<file path="src/rtl/alu_arb_pkg.sv">
// Shared types and constants for the ALU arbiter slice.
package alu_arb_pkg;

    typedef enum logic [1:0] {
        IDLE,
        EXEC,
        RESP
    } state_t;

    localparam logic [1:0] OP_ADD = 2'b00;
    localparam logic [1:0] OP_SUB = 2'b01;
    localparam logic [1:0] OP_AND = 2'b10;
    localparam logic [1:0] OP_OR  = 2'b11;

    localparam int FLAG_N = 0;
    localparam int FLAG_Z = 1;
    localparam int FLAG_C = 2;
    localparam int FLAG_V = 3;

endpackage

</file>
<file path="src/rtl/alu.sv">
// Team 4-bit ALU: 5-bit result (bit 4 = carry/borrow) and N/Z/C/V flags.
module alu
    import alu_arb_pkg::*;
(
    input  logic [3:0] a,
    input  logic [3:0] b,
    input  logic [1:0] op,
    output logic [4:0] result,
    output logic [3:0] flags
);

    logic ovf;

    always_comb begin
        result = '0;
        ovf    = 1'b0;
        case (op)
            OP_ADD: begin
                result = {1'b0, a} + {1'b0, b};
                ovf    = (a[3] == b[3]) && (result[3] != a[3]);
            end
            OP_SUB: begin
                result = {1'b0, a} - {1'b0, b};
                ovf    = (a[3] != b[3]) && (result[3] != a[3]);
            end
            OP_AND: result = {1'b0, a & b};
            default: result = {1'b0, a | b};
        endcase

        flags         = '0;
        flags[FLAG_N] = result[3];
        flags[FLAG_Z] = (result == 5'd0);
        flags[FLAG_C] = result[4];
        flags[FLAG_V] = ovf;
    end

endmodule

</file>
<file path="src/rtl/alu_arbiter_rr_arbiter.sv">
// Combinational round-robin grant: first valid index after last_grant, modulo NUM_REQ.
module rr_arbiter #(
    parameter int NUM_REQ = 2,
    parameter int ID_W    = $clog2(NUM_REQ)
) (
    input  logic [NUM_REQ-1:0] req_valid,
    input  logic [ID_W-1:0]    last_grant,
    output logic [NUM_REQ-1:0] grant,
    output logic [ID_W-1:0]    grant_id,
    output logic               any_req
);

    localparam logic [ID_W:0] NREQ = (ID_W+1)'(NUM_REQ);

    logic [ID_W:0] idx;

    always_comb begin
        grant    = '0;
        grant_id = '0;
        any_req  = 1'b0;
        idx      = '0;
        for (int unsigned off = 1; off <= NUM_REQ; off++) begin
            idx = {1'b0, last_grant} + (ID_W+1)'(off);
            if (idx >= NREQ) begin
                idx = idx - NREQ;
            end
            if (!any_req && req_valid[idx[ID_W-1:0]]) begin
                any_req                 = 1'b1;
                grant[idx[ID_W-1:0]]    = 1'b1;
                grant_id                = idx[ID_W-1:0];
            end
        end
    end

endmodule

</file>
<file path="src/rtl/alu_arbiter.sv">
// Round-robin sharing of one ALU between NUM_REQ requesters.
// Define ALU_ARB_STATS_EN to add per-requester saturating grant counters (grant_count).
module alu_arbiter
    import alu_arb_pkg::*;
#(
    parameter int NUM_REQ = 2,
    parameter int ID_W    = $clog2(NUM_REQ)
) (
    input  logic                   clk,
    input  logic                   reset,
    input  logic [NUM_REQ-1:0]     req_valid,
    output logic [NUM_REQ-1:0]     req_ready,
    input  logic [NUM_REQ*4-1:0]   req_a,
    input  logic [NUM_REQ*4-1:0]   req_b,
    input  logic [NUM_REQ*2-1:0]   req_op,
    output logic                   resp_valid,
    input  logic                   resp_ready,
    output logic [ID_W-1:0]        resp_id,
    output logic [4:0]             resp_result,
    output logic [3:0]             resp_flags,
    output logic                   busy
`ifdef ALU_ARB_STATS_EN
    ,
    output logic [NUM_REQ*8-1:0]   grant_count
`endif
);

    state_t             state, state_nxt;
    logic [ID_W-1:0]    last_grant;
    logic [NUM_REQ-1:0] grant;
    logic [ID_W-1:0]    grant_id;
    logic               any_req;
    logic               accept;

    logic [3:0]         a_q, b_q;
    logic [1:0]         op_q;
    logic [ID_W-1:0]    id_q;
    logic [4:0]         alu_result;
    logic [3:0]         alu_flags;

    rr_arbiter #(
        .NUM_REQ (NUM_REQ),
        .ID_W    (ID_W)
    ) u_rr (
        .req_valid  (req_valid),
        .last_grant (last_grant),
        .grant      (grant),
        .grant_id   (grant_id),
        .any_req    (any_req)
    );

    alu u_alu (
        .a      (a_q),
        .b      (b_q),
        .op     (op_q),
        .result (alu_result),
        .flags  (alu_flags)
    );

    always_comb begin
        state_nxt = state;
        accept    = 1'b0;
        case (state)
            IDLE: begin
                if (any_req) begin
                    accept    = 1'b1;
                    state_nxt = EXEC;
                end
            end
            EXEC:    state_nxt = RESP;
            RESP:    if (resp_ready) state_nxt = IDLE;
            default: state_nxt = IDLE;
        endcase
    end

    // Gated by reset so no handshake is offered while reset is held.
    always_comb begin
        req_ready = '0;
        if (state == IDLE && !reset) begin
            req_ready = grant;
        end
    end

    assign busy = (state != IDLE);

    always_ff @(posedge clk or posedge reset) begin
        if (reset) begin
            state       <= IDLE;
            last_grant  <= ID_W'(NUM_REQ - 1);
            a_q         <= '0;
            b_q         <= '0;
            op_q        <= '0;
            id_q        <= '0;
            resp_valid  <= 1'b0;
            resp_id     <= '0;
            resp_result <= '0;
            resp_flags  <= '0;
        end else begin
            state <= state_nxt;
            if (accept) begin
                a_q        <= req_a[{grant_id, 2'b00} +: 4];
                b_q        <= req_b[{grant_id, 2'b00} +: 4];
                op_q       <= req_op[{grant_id, 1'b0} +: 2];
                id_q       <= grant_id;
                last_grant <= grant_id;
            end
            if (state == EXEC) begin
                resp_result <= alu_result;
                resp_flags  <= alu_flags;
                resp_id     <= id_q;
                resp_valid  <= 1'b1;
            end else if (state == RESP && resp_ready) begin
                resp_valid  <= 1'b0;
            end
        end
    end

`ifdef ALU_ARB_STATS_EN
    logic [7:0] cnt [NUM_REQ];

    always_ff @(posedge clk or posedge reset) begin
        if (reset) begin
            for (int unsigned i = 0; i < NUM_REQ; i++) begin
                cnt[i] <= '0;
            end
        end else begin
            for (int unsigned i = 0; i < NUM_REQ; i++) begin
                if (accept && grant[i] && cnt[i] != 8'hFF) begin
                    cnt[i] <= cnt[i] + 8'd1;
                end
            end
        end
    end

    always_comb begin
        grant_count = '0;
        for (int unsigned i = 0; i < NUM_REQ; i++) begin
            grant_count[i*8 +: 8] = cnt[i];
        end
    end
`endif

endmodule
</file>
<file path="config.mk">
export PLATFORM = sky130hd
export DESIGN_NAME = alu_arbiter
export DESIGN_NICKNAME = d
export VERILOG_FILES = /design/src/rtl/alu_arb_pkg.sv /design/src/rtl/alu.sv /design/src/rtl/alu_arbiter_rr_arbiter.sv /design/src/rtl/alu_arbiter.sv
export SDC_FILE = /design/constraint.sdc
export NUM_CORES = 1
export LEC_CHECK = 0
export BUFFER_PORTS_ARGS = -buffer_cell sky130_fd_sc_hd__buf_4
export CAP_MARGIN = 20
export CORE_MARGIN = 3
export CORE_UTILIZATION = 58
export DETAILED_ROUTE_END_ITERATION = 10
export PLACE_DENSITY = 0.88
export SLEW_MARGIN = 15
export SYNTH_ARGS = -nofsm -noshare
export SYNTH_HDL_FRONTEND = slang
export SYNTH_HIERARCHICAL = 1
export SYNTH_SLANG_ARGS = --single-unit
</file>
<file path="constraint.sdc">
create_clock -name clk -period 4.9 [get_ports clk]
set_input_delay 0.245 -clock clk [delete_from_list [all_inputs] [get_ports clk]]
set_output_delay 0.245 -clock clk [all_outputs]
set_load 0.1 [all_outputs]
</file>
==> flow_summary.ini, run 1 <==
[status]
status = finished clean

[yosys]
synth-edff-count = 0
synth.yosys.warnings = 6
postSynth.asyncResetShare = 1.000
netlist_top_cells_area = dfrtp_1, mux2_2, ha_1
postSynthNetCount = 185
synthDistinctLibCells = 42
ys.flop_type = dfrtp_1
post-synth-top-area-cell = dfrtp_1
syn-cell-area_mm2 = 0.001679
flops_latches_synth = 25
synthesis.area_per_instance_um2 = 11.50
synth_largest_type_area_fraction = 0.3577
synth_cells = 146
share_of_the_yosys_chip_area_belonging_to_registers = 0.3733

[routing]
detailroute.via_count = 1175
wl_per_cell_um = 14.93
route.detailed.vias_per_inst = 5.595
dr.first_iter.drc_count = 43
top_signal_layer_used = met4
met2_length_um = 1597
route.met3.wl_um = 194
remaining_drc_errors = 0
total_wirelength_of_the_detailed_routed_design_um = 3135
met1_length_um = 1293
detailedRoute.firstPassIterationCount = 4
antenna_violating_nets_post_route = 0

[sta]
period_share = 0.5228
timing.max_slew.rel_slack = 0.3722
worst_slew_pin_slew_ns = 0.9407
hold_slack_ns = 0.1293
final_setup_violations = 0
clock.fmax_mhz = 390.4
finalMaxSlewViolations = 0
setup_repair_after_global_routing_missed_its_margin = false
finalHoldViolations = 0
finalCriticalPeriod_ns = 2.561
skew_ns = 0.002824
finalSetupTns_ns = 0

[clock_tree]
ctsRootBufferMaster = clkbuf_4
cts.htree.levels = 1
cts_made_buffers = 3
tritoncts = built
clock_latency_ns = 0.32
post-cts-setup-buffers = 0
cts-root-to-sink-buffers = 2
numClockSinks = 25
cts_clk_pin_slew_worst_paths_ns = 0.14
hold_buffers = 0
cts_repair_resize_count = 0

[final_layout]
mostFrequentLayoutCells = buf_4, mux2_2, dfrtp_1, inv_1, ha_1
post_layout_nonfiller_instances = 210
layout_cells_sized_above_1 = 0.4500
most_common_cell_after_layout_fill_and_taps_aside = buf_4
layout-area-overhead-vs-synth_pct = 17.06
filler_cell_count = 188
antennaDiodeCount = 0
layout.core_utilization = 0.7524
final_net_count = 220

[placed_design]
port-buffer-count = 38
routabilityCongestion = 0.7875
post-place-cells = 206
post-dp-hpwl_um = 2375

[global_routing]
overflow = 0
grt_max_degree = 26
wire_length_of_the_first_global_routing_pass_um = 5340
globalRouteTotalUtil = 0.1995
first_global_vias = 1157
number_of_antenna_violations_at_the_first_check_in_global_routing = 0

[worst_setup_path]
crit_required_ns = 5.17
critPathLaunchType = flip-flop
crit_type = reg -> reg
critPathMaxFanout = 3
worstPathArrival_ns = 2.83
crit_path_end_kind = flip-flop

[floorplanning]
chipHeight_um = 59.81
die-area_mm2 = 0.003577
num_io_pins = 39
die_w_um = 59.81
initial_core_util = 0.6427
floorplan.core_area_mm2 = 0.002613
placement_rows = 18

[hold_path]
hold_class = in -> async

[run]
drv_cap = 0
==> worst paths after layout <==
kind	start	to	slack, ns	cells past startpoint
max reg2reg	a_q[0]	resp_flags[1]	2.34	8
min	reset	state[0]	0.13	2
max	a_q[0]	resp_flags[1]	2.34	8
min in group clk	resp_ready	resp_valid	0.24	3
min reg2reg	id_q	id_q	0.52	1
max in group asynchronous	reset	b_q[0]	4.20	2
==> cells in the mapped netlist, types with 2 or more instances <==
| cell | number |
|---|---|
| or2_2 | 2 |
| buf_4 | 3 |
| a21oi_1 | 5 |
| fa_1 | 2 |
| nor2_1 | 3 |
| a21o_1 | 3 |
| a21boi_0 | 3 |
| dfrtp_1 | 24 |
| mux2_2 | 32 |
| inv_1 | 16 |
| and2_1 | 3 |
| nand2_1 | 3 |
| clkbuf_8 | 2 |
| ha_1 | 12 |
| nand3_1 | 2 |
| nand2b_1 | 3 |
| or2_1 | 2 |
| or3_1 | 2 |
==> sequential cells by signal, summed over array words and instances (netlist names) <==
register     flops
state            2
a_q              4
resp_result      5
op_q             2
b_q              4
last_grant       1
resp_id          1
resp_valid       1
resp_flags       4
id_q             1
==> metal layers <==
layer,global-route usage,up-vias
met5,0,-
li1,-,571
met4,0.05063,0
met3,0.04536,10
met1,0.2421,547
met2,0.3534,47
==> final cells by class <==
class,count,area (um2),share of cell area
multi-input cells,97,925.9,0.4710
inverters,16,60.06,0.03055
repair buffers,38,285.3,0.1451
well taps,30,37.54,0.01910
clock inverters,1,7.507,0.003819
clock buffers,3,22.52,0.01146
flip-flops and latches,25,626.9,0.3189
==> cell families after synthesis <==
family	Yosys count	share of synthesized area
AO/OA/AOI/OAI	21	0.09240
XOR/XNOR	2	0.01043
adder cells (fa/ha/maj)	14	0.1133
buffers and inverters	24	0.07749
flip-flops	25	0.3733
multiplexers	34	0.2362
AND/OR/NAND/NOR	26	0.09687
==> through the flow <==
stage | cell area, um2 | worst slack, ns
floorplan | 1679 | 2.498
global placement | 1932 | 2.446
detailed placement | 1932 | 2.346
CTS | 1962 | 2.331
global route | 1966 | 2.223
finish | 1966 | 2.339
==> critical path, cell delays in order (launching register included) <==
cell	delay, ns
dfrtp_1	0.42
ha_1	0.25
fa_1	0.40
or2_1	0.26
nand3_1	0.08
or3b_1	0.35
a211o_1	0.28
a2111oi_2	0.27
mux2_2	0.20
Power of run 1 is not shown: default switching activity piles up to over one toggle a cycle in this logic, so the estimate is an artifact.
==> inputs of run 2 (changes only) <==
--- a/config.mk
+++ b/config.mk
@@ -8,9 +8,9 @@
 export BUFFER_PORTS_ARGS = -buffer_cell sky130_fd_sc_hd__buf_4
 export CAP_MARGIN = 20
 export CORE_MARGIN = 3
-export CORE_UTILIZATION = 58
+export CORE_UTILIZATION = 54
 export DETAILED_ROUTE_END_ITERATION = 10
-export PLACE_DENSITY = 0.88
+export PLACE_DENSITY = 0.83
 export SLEW_MARGIN = 15
 export SYNTH_ARGS = -nofsm -noshare
 export SYNTH_HDL_FRONTEND = slang
==> constraint.sdc (replaced) <==
create_clock -name clk -period 2.62 [get_ports clk]
set_input_delay 0.131 -clock clk [delete_from_list [all_inputs] [get_ports clk]]
set_output_delay 0.131 -clock clk [all_outputs]
set_load 0.1 [all_outputs]
==> run 2 against run 1 <==
Effect of this change:
- routed wire length is 1.1% higher
- the run now ends with negative hold slack left
- maximum frequency is 2.8% higher
- setup slack worse by 2.2 ns
- design area is 1.8% higher
- non-clock buffer count is 2 higher
- count of clock-buffer cells in the layout stayed put
==> flow_summary.ini, run 2 (same netlist as run 1, synthesis figures left out) <==
[status]
status = finished, violations left
failed_checks = negative hold slack

[clock_tree]
cts_clk_pin_slew_worst_paths_ns = 0.15
cts_made_buffers = 3
tritoncts = built
clock_latency_ns = 0.33
cts-root-to-sink-buffers = 2
cts.htree.levels = 1
numClockSinks = 25
hold_buffers = 0
ctsRootBufferMaster = clkbuf_4

[worst_setup_path]
crit_slowest_cell = dfrtp_1
cp.depth = 8
critPathLaunchType = flip-flop
worstPathArrival_ns = 2.78
critPathMaxFanout = 4
critPathLaunch = b_q[0]
critPathBufInv = 0
worst-r2r-cell-count = 8
crit_chain = ha_2, fa_1, or2_1, nand3_1, or3b_1, a211o_1, a2111oi_4, mux2_4
crit_required_ns = 2.91
crit_path_end_kind = flip-flop
crit_end = resp_flags[1]
crit_type = reg -> reg
r2r-start = b_q[0]
r2r_slack_ns = 0.13
max_stage_delay_ns = 0.44
crit-reg2reg-capture = resp_flags[1]
path_delay_family = simple AND/OR/NAND/NOR gates

[global_routing]
grt_max_degree = 26
globalRouteTotalUtil = 0.1856
first_global_vias = 1175
overflow = 0
wire_length_of_the_first_global_routing_pass_um = 5168
number_of_antenna_violations_at_the_first_check_in_global_routing = 0

[floorplanning]
floorplan.core_area_mm2 = 0.002853
die_w_um = 61.76
chipHeight_um = 61.76
initial_core_util = 0.5886
placement_rows = 19
num_io_pins = 39
die-area_mm2 = 0.003814

[routing]
dr.first_iter.drc_count = 39
detailedRoute.firstPassIterationCount = 4
remaining_drc_errors = 0
total_wirelength_of_the_detailed_routed_design_um = 3168
detailroute.via_count = 1180
wl_per_cell_um = 14.87
antenna_violating_nets_post_route = 0
route.detailed.vias_per_inst = 5.540

[sta]
clock.fmax_mhz = 401.4
finalCriticalPeriod_ns = 2.491
period_share = 0.9509
finalMaxSlewViolations = 0
skew_ns = 0.01372
setup_repair_after_global_routing_missed_its_margin = false
finalSetupTns_ns = 0
final_setup_violations = 0
finalHoldViolations = 14
timing.max_slew.rel_slack = 0.3859
worst_slew_pin_slew_ns = 0.9201
hold_slack_ns = -0.01263

[hold_path]
hold_class = in -> async

[placed_design]
port-buffer-count = 38
routabilityCongestion = 0.8619
post-dp-hpwl_um = 2484

[final_layout]
filler_cell_count = 218
antennaDiodeCount = 0
registers.top_by_ff_count = resp_result
final_net_count = 222
most_common_cell_after_layout_fill_and_taps_aside = buf_4
layout-area-overhead-vs-synth_pct = 19.23
flip_flop_count_of_the_largest_register_after_layout = 5
layout_cells_sized_above_1 = 0.4725
mostFrequentLayoutCells = buf_4, mux2_2, dfrtp_1, inv_1, ha_1

[run]
drv_cap = 0
[run 2: cell types whose count changed in the layout (fill, tap and decap cells not counted)]
cell / delta
mux2_4: +1
ha_1: -2
buf_4: +2
a2111oi_4: +1
a21boi_1: +1
mux4_2: +1
a21boi_2: -1
mux2_2: -1
a221oi_2: +1
mux4_1: -1
a2111oi_2: -1
a221oi_1: -1
ha_2: +2
[run 2: per-layer routing]
| layer | track usage | up-vias | part of all wire |
|---|---|---|---|
| li1 | - | 573 | - |
| met1 | 0.2013 | 571 | 0.39 |
| met2 | 0.3498 | 29 | 0.54 |
| met3 | 0.03719 | 7 | 0.044 |
| met4 | 0.07273 | 0 | 0.024 |
| met5 | 0 | - | 0 |
[run 2: repair_timing]
item,4_1_cts,5_1_grt
endpoints found under the setup margin,0,1
resized for setup,0,6
setup buffers,0,1
[run 2: layout make-up]
class                   count  area [um2]  area share
well taps                  31       38.79     0.01938
inverters                  16       60.06     0.03000
clock inverters             1       7.507    0.003750
multi-input cells          97       945.9      0.4725
flip-flops and latches     25       626.9      0.3131
clock buffers               3       22.52     0.01125
repair buffers             40       300.3      0.1500
[run 2: how the worst min path moves through the flow]
stage / endpoint / slack, ns / depth (start not counted)
floorplan: a_q[0] / 0.16 / 1
global placement: state[0] / 0.38 / 2
detailed placement: state[0] / 0.40 / 2
CTS: state[0] / 0.02 / 2
global route: resp_valid / 0.07 / 2
finish: state[1] / -0.01 / 2
[run 2: through the flow]
stage          instances  instance area, um2  worst slack, ns  utilization  hold slack (ns)
2_1_floorplan        146                1679           0.2185            -           0.1576
3_3_place_gp         208                1941           0.1674       0.6803           0.3806
3_5_place_dp         208                1941          0.03580       0.6803           0.4031
4_1_cts              212                1971          0.01726       0.6908          0.02268
5_1_grt              213                2002          0.05948       0.7018          0.07057
6_report             213                2002           0.1287       0.7018         -0.01263
Power of run 2 is left out for the same reason.
==> inputs of run 3 (changes only) <==
==> constraint.sdc (replaced) <==
create_clock -name clk -period 2.75 [get_ports clk]
set_input_delay 0.1375 -clock clk [delete_from_list [all_inputs] [get_ports clk]]
set_output_delay 0.1375 -clock clk [all_outputs]
set_load 0.1 [all_outputs]
==> run 3 against run 2 <==
Effect of this change:
- the flow still finishes with violations (negative hold slack)
- maximum frequency down 3.7%
- critical path depth unchanged
- via count down 1.3%
- global-route usage unchanged
- register-to-register slack better by 0.04 ns
- critical endpoint unchanged
- largest cell class unchanged
==> flow_summary.ini, run 3 (same netlist as run 1, synthesis figures left out) <==
[status]
status = finished, violations left
failed_checks = negative hold slack

[placed_design]
post-dp-hpwl_um = 2484
routabilityCongestion = 0.8619
port-buffer-count = 38

[clock_tree]
cts_made_buffers = 3
cts.htree.levels = 1
cts_repair_resize_count = 0
hold_buffers = 0
tritoncts = built
cts-root-to-sink-buffers = 2
ctsRootBufferMaster = clkbuf_4
cts_clk_pin_slew_worst_paths_ns = 0.15
clock_latency_ns = 0.33
numClockSinks = 25
post-cts-setup-buffers = 0

[floorplanning]
num_io_pins = 39
die_w_um = 61.76
die-area_mm2 = 0.003814
floorplan.core_area_mm2 = 0.002853
initial_core_util = 0.5886
chipHeight_um = 61.76
placement_rows = 19

[worst_setup_path]
worst-r2r-cell-count = 8
worstPathArrival_ns = 2.87
r2r_slack_ns = 0.16
critPathLaunchType = flip-flop
crit-reg2reg-capture = resp_flags[1]
r2r-start = a_q[0]
crit_required_ns = 3.04
crit_type = reg -> reg
crit_path_end_kind = flip-flop
critPathMaxFanout = 3

[hold_path]
hold_class = in -> async

[global_routing]
first_global_vias = 1175
number_of_antenna_violations_at_the_first_check_in_global_routing = 0
grt_max_degree = 26
globalRouteTotalUtil = 0.1856
wire_length_of_the_first_global_routing_pass_um = 5168
overflow = 0

[routing]
route.detailed.vias_per_inst = 5.495
remaining_drc_errors = 0
detailedRoute.firstPassIterationCount = 4
total_wirelength_of_the_detailed_routed_design_um = 3075
antenna_violating_nets_post_route = 0
detailroute.via_count = 1165
wl_per_cell_um = 14.50
dr.first_iter.drc_count = 40

[final_layout]
multi_input_area_um2 = 922.1
mostFrequentLayoutCells = buf_4, mux2_2, dfrtp_1, inv_1, ha_1
flip_flop_count_of_the_largest_register_after_layout = 5
registers.top_by_ff_count = resp_result
filler_cell_count = 227
layout-area-overhead-vs-synth_pct = 17.36
final-seq-area_um2 = 626.9
layout_cells_sized_above_1 = 0.4475
final_net_count = 221
most_common_cell_after_layout_fill_and_taps_aside = buf_4
antennaDiodeCount = 0

[sta]
setup_repair_after_global_routing_missed_its_margin = false
worst_slew_pin_slew_ns = 0.9274
finalMaxSlewViolations = 0
clock.fmax_mhz = 386.7
hold_slack_ns = -0.004859
finalHoldViolations = 7
period_share = 0.9404
finalCriticalPeriod_ns = 2.586
finalSetupTns_ns = 0
skew_ns = 0.01550
final_setup_violations = 0
timing.max_slew.rel_slack = 0.3811

[run]
drv_cap = 0
run 3: stage by stage:
step | utilization | hold WS, ns | cells | cell area, um2 | worst slack (ns)
after floorplan | - | 0.1641 | 146 | 1679 | 0.3485
after global placement | 0.6803 | 0.3871 | 208 | 1941 | 0.2974
after detailed placement | 0.6803 | 0.4096 | 208 | 1941 | 0.1658
after CTS | 0.6908 | 0.02918 | 212 | 1971 | 0.1473
after global routing | 0.6908 | 0.07860 | 212 | 1971 | 0.04277
final | 0.6908 | -0.004859 | 212 | 1971 | 0.1638
run 3: critical path, stage by stage (launching register included):
cell       delay (ns)
dfrtp_1          0.42
ha_1             0.25
fa_1             0.39
or2_1            0.25
nand3_1          0.08
or3b_1           0.36
a211o_1          0.28
a2111oi_2        0.31
mux2_2           0.22
run 3: worst max-delay path by stage:
stage                    endpoint   start  cells after the start  slack (ns)
finish              resp_flags[1]  a_q[0]                      8        0.16
global route        resp_flags[1]  b_q[0]                      8        0.04
CTS                 resp_flags[1]  b_q[0]                      8        0.15
detailed placement  resp_flags[1]  b_q[0]                      8        0.17
global placement    resp_flags[1]  b_q[0]                      8        0.30
floorplan           resp_flags[1]  b_q[0]                      8        0.35
run 3: layout make-up:
type / instances / area share
Clock inverter: 1 / 0.003810
Timing Repair Buffer: 39 / 0.1486
Inverter: 16 / 0.03048
Sequential cell: 25 / 0.3181
Tap cell: 31 / 0.01968
Multi-Input combinational cell: 97 / 0.4679
Clock buffer: 3 / 0.01143
run 3: layer usage:
metal / GRT usage / wire [um]
met2: 0.3498 / 1662
met3: 0.03719 / 121
met4: 0.07273 / 48
met1: 0.2013 / 1243
met5: 0 / 0
Power of run 3 is left out for the same reason.
